### config.mk
export PLATFORM = sky130hd
export DESIGN_NAME = spi_readout_ctrl
export DESIGN_NICKNAME = d
export VERILOG_FILES = /design/src/rtl/spi_readout_ctrl.sv
export SDC_FILE = /design/constraint.sdc
export NUM_CORES = 1
export LEC_CHECK = 0
export ABC_AREA = 1
export CAP_MARGIN = 20
export CORE_MARGIN = 4
export CORE_UTILIZATION = 35
export CTS_CLUSTER_SIZE = 16
export DETAILED_ROUTE_END_ITERATION = 10
export GPL_ROUTABILITY_DRIVEN = 0
export PLACE_DENSITY_LB_ADDON = 0.15
export SLEW_MARGIN = 20
export SYNTH_ARGS = -nofsm -noshare
export SYNTH_HDL_FRONTEND = slang
export SYNTH_SLANG_ARGS = --single-unit
### constraint.sdc
create_clock -name clk -period 2.4 [get_ports clk]
set_clock_uncertainty 0.15 [all_clocks]
set_input_delay 0.48 -clock clk [delete_from_list [all_inputs] [get_ports clk]]
set_output_delay 0.48 -clock clk [all_outputs]
set_load 0.01 [all_outputs]
### src/rtl/spi_readout_ctrl.sv
// SPI mode-0 slave that streams capture-readout memory bytes out on MISO and collects MOSI bytes.
// Define SPI_READOUT_CRC_EN to append a CRC-8 (poly 0x07) byte after the payload.
module spi_readout_ctrl #(
  parameter int NUM_BYTES   = 8,
  parameter int SYNC_STAGES = 2
) (
  input  logic       clk,
  input  logic       rst_n,
  input  logic       sck,
  input  logic       cs_n,
  input  logic       mosi,
  output logic       miso,
  output logic       mem_reset_addr,
  output logic       mem_incr,
  input  logic [7:0] mem_byte,
  output logic       snap_req,
  output logic [7:0] rx_byte,
  output logic       rx_valid,
  output logic       busy,
  output logic       frame_done,
  output logic       frame_abort,
  output logic       overrun
);

  // Headroom so byte_cnt + 1 never wraps, even at the saturated limit.
  localparam int CW = $clog2(NUM_BYTES + 3);
  localparam logic [CW-1:0] NB = CW'(NUM_BYTES);
`ifdef SPI_READOUT_CRC_EN
  localparam logic [CW-1:0] LIMIT = CW'(NUM_BYTES + 1);
`else
  localparam logic [CW-1:0] LIMIT = CW'(NUM_BYTES);
`endif

  typedef enum logic [1:0] {IDLE, LOAD, SHIFT} state_t;
  state_t state, state_nxt;

  logic [SYNC_STAGES-1:0] sck_sync, cs_sync, mosi_sync;
  logic sck_d, cs_d;
  logic sck_s, cs_s, mosi_s;
  logic sck_rise, sck_fall, cs_fall, cs_rise;

  logic [7:0]    shift_reg, rx_shift;
  logic [3:0]    bit_cnt;
  logic [CW-1:0] byte_cnt, byte_nxt;
  logic [1:0]    incr_cnt;
  logic          ld_wait, cs_pend, start;
`ifdef SPI_READOUT_CRC_EN
  logic [7:0]    crc;

  function automatic logic [7:0] crc8(input logic [7:0] c, input logic [7:0] d);
    logic [7:0] r;
    r = c ^ d;
    for (int i = 0; i < 8; i++) r = r[7] ? ((r << 1) ^ 8'h07) : (r << 1);
    return r;
  endfunction
`endif

  // cs_n idles high, so its chain presets to 1 to avoid a false cs_fall out of reset.
  always_ff @(posedge clk or negedge rst_n) begin
    if (!rst_n) begin
      sck_sync  <= '0;
      cs_sync   <= '1;
      mosi_sync <= '0;
      sck_d     <= 1'b0;
      cs_d      <= 1'b1;
    end else begin
      sck_sync  <= {sck_sync[SYNC_STAGES-2:0], sck};
      cs_sync   <= {cs_sync[SYNC_STAGES-2:0], cs_n};
      mosi_sync <= {mosi_sync[SYNC_STAGES-2:0], mosi};
      sck_d     <= sck_s;
      cs_d      <= cs_s;
    end
  end

  assign sck_s    = sck_sync[SYNC_STAGES-1];
  assign cs_s     = cs_sync[SYNC_STAGES-1];
  assign mosi_s   = mosi_sync[SYNC_STAGES-1];
  assign sck_rise = sck_s & ~sck_d;
  assign sck_fall = ~sck_s & sck_d;
  assign cs_fall  = cs_d & ~cs_s;
  assign cs_rise  = ~cs_d & cs_s;
  assign byte_nxt = byte_cnt + 1'b1;
  assign mem_incr = (incr_cnt != 2'd0);

  always_ff @(posedge clk or negedge rst_n) begin
    if (!rst_n) state <= IDLE;
    else        state <= state_nxt;
  end

  always_comb begin
    state_nxt = state;
    start     = 1'b0;
    case (state)
      IDLE:    if ((cs_fall || cs_pend) && !mem_incr) begin
                 start     = 1'b1;
                 state_nxt = LOAD;
               end
      LOAD:    if (ld_wait) state_nxt = SHIFT;
      SHIFT:   state_nxt = SHIFT;
      default: state_nxt = IDLE;
    endcase
    if (cs_rise) begin
      start     = 1'b0;
      state_nxt = IDLE;
    end
  end

  assign snap_req       = start;
  assign mem_reset_addr = start;
  assign busy           = (state != IDLE);
  assign miso           = (state == SHIFT) && shift_reg[7];

  always_ff @(posedge clk or negedge rst_n) begin
    if (!rst_n) begin
      shift_reg   <= '0;
      rx_shift    <= '0;
      rx_byte     <= '0;
      rx_valid    <= 1'b0;
      bit_cnt     <= '0;
      byte_cnt    <= '0;
      incr_cnt    <= '0;
      ld_wait     <= 1'b0;
      cs_pend     <= 1'b0;
      frame_done  <= 1'b0;
      frame_abort <= 1'b0;
      overrun     <= 1'b0;
`ifdef SPI_READOUT_CRC_EN
      crc         <= '0;
`endif
    end else begin
      rx_valid    <= 1'b0;
      frame_done  <= 1'b0;
      frame_abort <= 1'b0;
      // An increment pulse always runs its full two cycles, even across cs_rise.
      if (incr_cnt != 2'd0) incr_cnt <= incr_cnt - 2'd1;
      if (start) begin
        overrun <= 1'b0;
        cs_pend <= 1'b0;
        ld_wait <= 1'b0;
      end else if (state == IDLE && cs_fall) begin
        cs_pend <= 1'b1;
      end
      if (cs_rise) begin
        frame_done  <= 1'b1;
        frame_abort <= (bit_cnt != 4'd0) || (state == LOAD);
        bit_cnt     <= '0;
        cs_pend     <= 1'b0;
      end else if (state == LOAD) begin
        ld_wait <= 1'b1;
        if (ld_wait) begin
          shift_reg <= mem_byte;
          bit_cnt   <= '0;
          byte_cnt  <= '0;
`ifdef SPI_READOUT_CRC_EN
          crc       <= crc8(8'h00, mem_byte);
`endif
        end
      end else if (state == SHIFT) begin
        if (sck_rise) begin
          if (byte_cnt >= LIMIT) overrun <= 1'b1;
          rx_shift <= {rx_shift[6:0], mosi_s};
          if (bit_cnt == 4'd7) begin
            bit_cnt  <= 4'd8;
            rx_byte  <= {rx_shift[6:0], mosi_s};
            rx_valid <= 1'b1;
            if (byte_cnt < LIMIT) byte_cnt <= byte_nxt;
            if (byte_nxt < NB) incr_cnt <= 2'd2;
          end else begin
            bit_cnt <= bit_cnt + 4'd1;
          end
        end else if (sck_fall && bit_cnt == 4'd8) begin
          bit_cnt <= '0;
          if (byte_cnt < NB) begin
            shift_reg <= mem_byte;
`ifdef SPI_READOUT_CRC_EN
            crc       <= crc8(crc, mem_byte);
`endif
          end
`ifdef SPI_READOUT_CRC_EN
          else if (byte_cnt == NB) shift_reg <= crc;
`endif
          else shift_reg <= 8'h00;
        end else if (sck_fall && bit_cnt != 4'd0) begin
          shift_reg <= {shift_reg[6:0], 1'b0};
        end
      end
    end
  end

endmodule

**After elaboration in Yosys (flattened, before gate mapping)**

Index checks and enable logic that the tools add are counted.
W data, S select, Z words.

- Reduce and logical (&&, ||, !) cells: 26
- Bitwise gates (word level): 10
- Magnitude comparators: 3
- Add/sub/neg operators: 3
- Equal/unequal tests: 8
- Multiplexer cells: 52

Operators with widths:

| operator | count |
|---|---|
| $mux W8 | 7 |
| $mux W4 | 12 |
| $mux W1 | 22 |
| $mux W2 | 10 |
| $reduce_bool A2 Y1 | 6 |
| $reduce_and A5 Y1 | 2 |
| $reduce_bool A3 Y1 | 3 |
| $add A4 B1 Y4 const B | 2 |
| $lt A4 B4 Y1 const B | 2 |
| $reduce_bool A4 Y1 | 2 |
| $ne A3 B3 Y1 const B | 2 |
| $not A1 Y1 | 6 |
| $pmux W2 S3 | 1 |
| $reduce_and A6 Y1 | 1 |
| $logic_and A1 B1 Y1 | 5 |
| $and A1 B1 Y1 | 4 |
| $eq A4 B3 Y1 const B | 1 |
| $eq A4 B4 Y1 const B | 1 |
| $ge A4 B4 Y1 const B | 1 |
| $reduce_and A4 Y1 | 1 |
| $reduce_and A3 Y1 | 1 |
| $eq A2 B1 Y1 const B | 1 |
| $eq A2 B2 Y1 const B | 1 |
| $logic_not A2 Y1 | 1 |
| other kinds (6) | 7 |

- Logic and storage cells: 120
- Register bits: 49

**Depth between registers and ports, before layout**

- Depth after elaboration: 13
- Depth in mapped cells: 10

**Worst setup path after synthesis**

OpenSTA, ideal clock, no wires.

- Path type: reg-to-output
- Start: register cs_d
- End: output port snap_req
- Required time: 1.770 ns
- Buffers on the path: 1
- Slack: 0.340 ns
- Arrival: 1.430 ns
- Cell stages (with the launch flop): 6
- Path through: dfstp_2 -> inv_1 -> o21bai_1 -> nand2_1 -> nor3_1 -> buf_4

- Cells in the longest elaborated chain, start to end: 6
- Elaborated cells between the ends (all ways): 8
- Those cells by class: 3 x mux; 3 x bitwise; 2 x reduce/logical

Ends and longest elaborated chain:

| element | line | source |
|---|---|---|
| start: declaration | 38 | `logic sck_d, cs_d;` |
| start signal: assignment | 71 | `cs_d <= cs_s;` |
| $and A1 B1 Y1 | 80 | `assign cs_fall = cs_d & ~cs_s;` |
| $logic_or A1 B1 Y1 | 94 | `IDLE: if ((cs_fall \|\| cs_pend) && !mem_incr) begin` |
| $logic_and A1 B1 Y1 | 94 |  |
| $mux W1 | 94 |  |
| $mux W1 | 93 | `case (state)` |
| $mux W1 * | 102 | `if (cs_rise) begin` |
| end: declaration | 16 | `output logic snap_req,` |

Mark *: on every way between the ends. The rest lies on a longest branch, timed or not.

**Worst setup path in the final report**

- Start: register state[0]
- End: output port miso

- Cells in the longest elaborated chain, start to end: 2

Ends and longest elaborated chain:

| element | line | source |
|---|---|---|
| start: declaration | 35 | `state_t state, state_nxt;` |
| start signal: assignment | 87 | `else state <= state_nxt;` |
| $eq A2 B2 Y1 | 111 | `assign miso = (state == SHIFT) && shift_reg[7];` |
| $logic_and A1 B1 Y1 | 111 |  |
| end: declaration | 12 | `output logic miso,` |

No other way between the ends.

==> run metrics <==
status finished, final reports clean; setup bufs post-CTS 0; final core utilization 44.0%; Critical Path AT 1640 ps; startpoint types flip-flop; first-pass GRT wire length 7990 um; CP Data Required Time 1770 ps; final instance area 2830 um^2; Worst R2R Start state[1]; Synth Area per Inst 8.82 um^2; vias in the first global route 1780; WHS Endpoint sck_sync[1]; initial antenna violation count 0; Hold/Removal Path Class flip-flop to flip-flop; post-route clock period utilization 94.5%; Row Count 29; Post-Syn Instances 265; Final Total Pwr 2.37 mW; flop2flop setup slack 420 ps; min cycle time layout 2270 ps; chip width 89.7 um; die height 89.7 um; multi-input logic area 906 um^2; vias 1747; fraction of layout cells with a size suffix above 1 14.5%; pwr dens 837 nW/um^2; crit path max fanout 3; synth unique cells 28; CTS tree yes; fillers 639; register area 1230 um^2; Hold Path Cell Cnt 0; Sink Count 49; DP Cell Count 372; drt wl/cell 11.5 um; # setup viols final 0; Clock Pin Slew Worst Setup and Hold Paths 90 ps; Starting Density 36.4%; r2r endpoint shift_reg[3]; Root Buffer clkbuf_8; Area growth, synth to finish 21.0%; reg2reg path depth 10; HPWL Detailed 3230 um; commonest cells after routing, fill and taps aside nand2_1, dfrtp_1, inv_1; Inserted Clock Buffers 5; fmax 441 MHz; Relative slew margins 61.5%; IO Pins 30; syn_nets 285; Leak Pwr 1.43 nW; Die ar. 8050 um^2; Critical Path End Type primary output; Synth warnings 0; I/O Buffers 29; Tot GR Track Use 11.8%; Vias/cell 4.60; Pre-antenna DRT Iters 4; RSZ-0062 raised after global routing false; Hold Fails Final Rpt 0; register area share after synthesis 52.6%; Layout Cells excl Fill 380; ANT nets after route 0; Routed WL 4370 um; # diodes 0; worst-skew pair later-pin latency 290 ps; largest cells by area after synthesis dfrtp_1, nand2_1, inv_1; MaxCap Viol Count 0; mapped cell area 2340 um^2; maximum clock insertion buffer count 2; critical path class flip-flop to primary output; Synth top area share 49.3%; Slew @ Worst Pin 571 ps; Final #Nets 323; area leader, netlist dfrtp_1; DRT iter0 DRCs 87; max-slew violation count 0; FF+latch count, synth 49; post-route DRC violation count 0; total congestion overflow 0; Setup TNS 0 ps; Area after DPL 2740 um^2; hold path startpoint sck_sync[0]; commonest non-fill, non-tap cell in the layout nand2_1; H-tree depth 2; largest net degree at the start of global routing 28; area of the core 6420 um^2; peak supply drop 0.314 mV
==> cells by family after synthesis <==
group | count (synthesis) | share of synthesized area [%]
AO/OA/AOI/OAI | 34 | 8.89
XOR/XNOR | 3 | 1.12
adder cells (fa/ha/maj) | 7 | 3.75
buffers and inverters | 52 | 8.94
flip-flops | 49 | 52.6
AND/OR/NAND/NOR | 120 | 24.7
==> how the worst max path moves through the flow <==
stage	from	end	slack [ps]	cells past startpoint
finish	state[0]	miso	130	5
floorplan	cs_d	snap_req	340	5
detailed placement	cs_d	mem_reset_addr	110	6
global placement	cs_d	mem_reset_addr	80	6
CTS	cs_d	mem_reset_addr	40	6
global route	state[0]	miso	30	5
==> final cells by class <==
cell class              instances  area share (%)
clock buffers                   6            2.57
clock inverters                 1           0.310
inverters                      48            6.37
multi-input cells             164            32.0
flip-flops and latches         49            43.5
well taps                      77            3.41
repair buffers                 35            11.9
==> worst max-delay path, stage by stage (launching register included) <==
cell and delay [ps]:
dfrtp_1 410, inv_1 90, ha_2 220, nand2_1 60, inv_1 50, clkdlybuf4s50_1 520
==> power by group <==
part           internal (mW)  switching, mW
Sequential             0.982         0.0888
Clock                  0.202          0.260
Combinational          0.317          0.517
==> per-stage QoR <==
stage	hold slack, ps	worst slack (ps)
floorplan	34.4	340
global placement	182	81.9
detailed placement	185	112
CTS	205	38.0
global route	215	25.0
finish	202	131
==> synth_stat cells <==
library cell,instances
a21oi_1,1
buf_2,2
buf_4,1
buf_6,1
dfrtp_1,46
dfstp_2,3
ha_1,7
inv_1,45
inv_2,3
nand2_1,69
nand2_2,6
nand2_4,1
nand3_1,17
nand3_4,1
nand3b_1,1
nand4_1,9
nor2_1,7
nor2_2,3
nor2_4,2
nor2_8,1
nor3_1,3
o21ai_0,18
o21ai_1,5
o21ai_2,7
o21bai_1,1
o22ai_1,1
o22ai_2,1
xor2_1,3
==> timing repair <==
item                                    CTS  global route
pin swaps                                 0             2
hold buffers                              1             0
cloned                                    0             0
endpoints found under the setup margin    2             3
hold endpoints to repair                  9             0
resized for setup                         2             6
==> per-layer routing <==
layer	GRT usage (%)	wire length (um)	up-vias
met5	0	0	-
met1	15.5	2140	818
met3	2.59	131	5
li1	-	-	906
met4	3.45	40	0
met2	19.6	2060	18
Note: power is estimated with default switching activity, not from simulation.
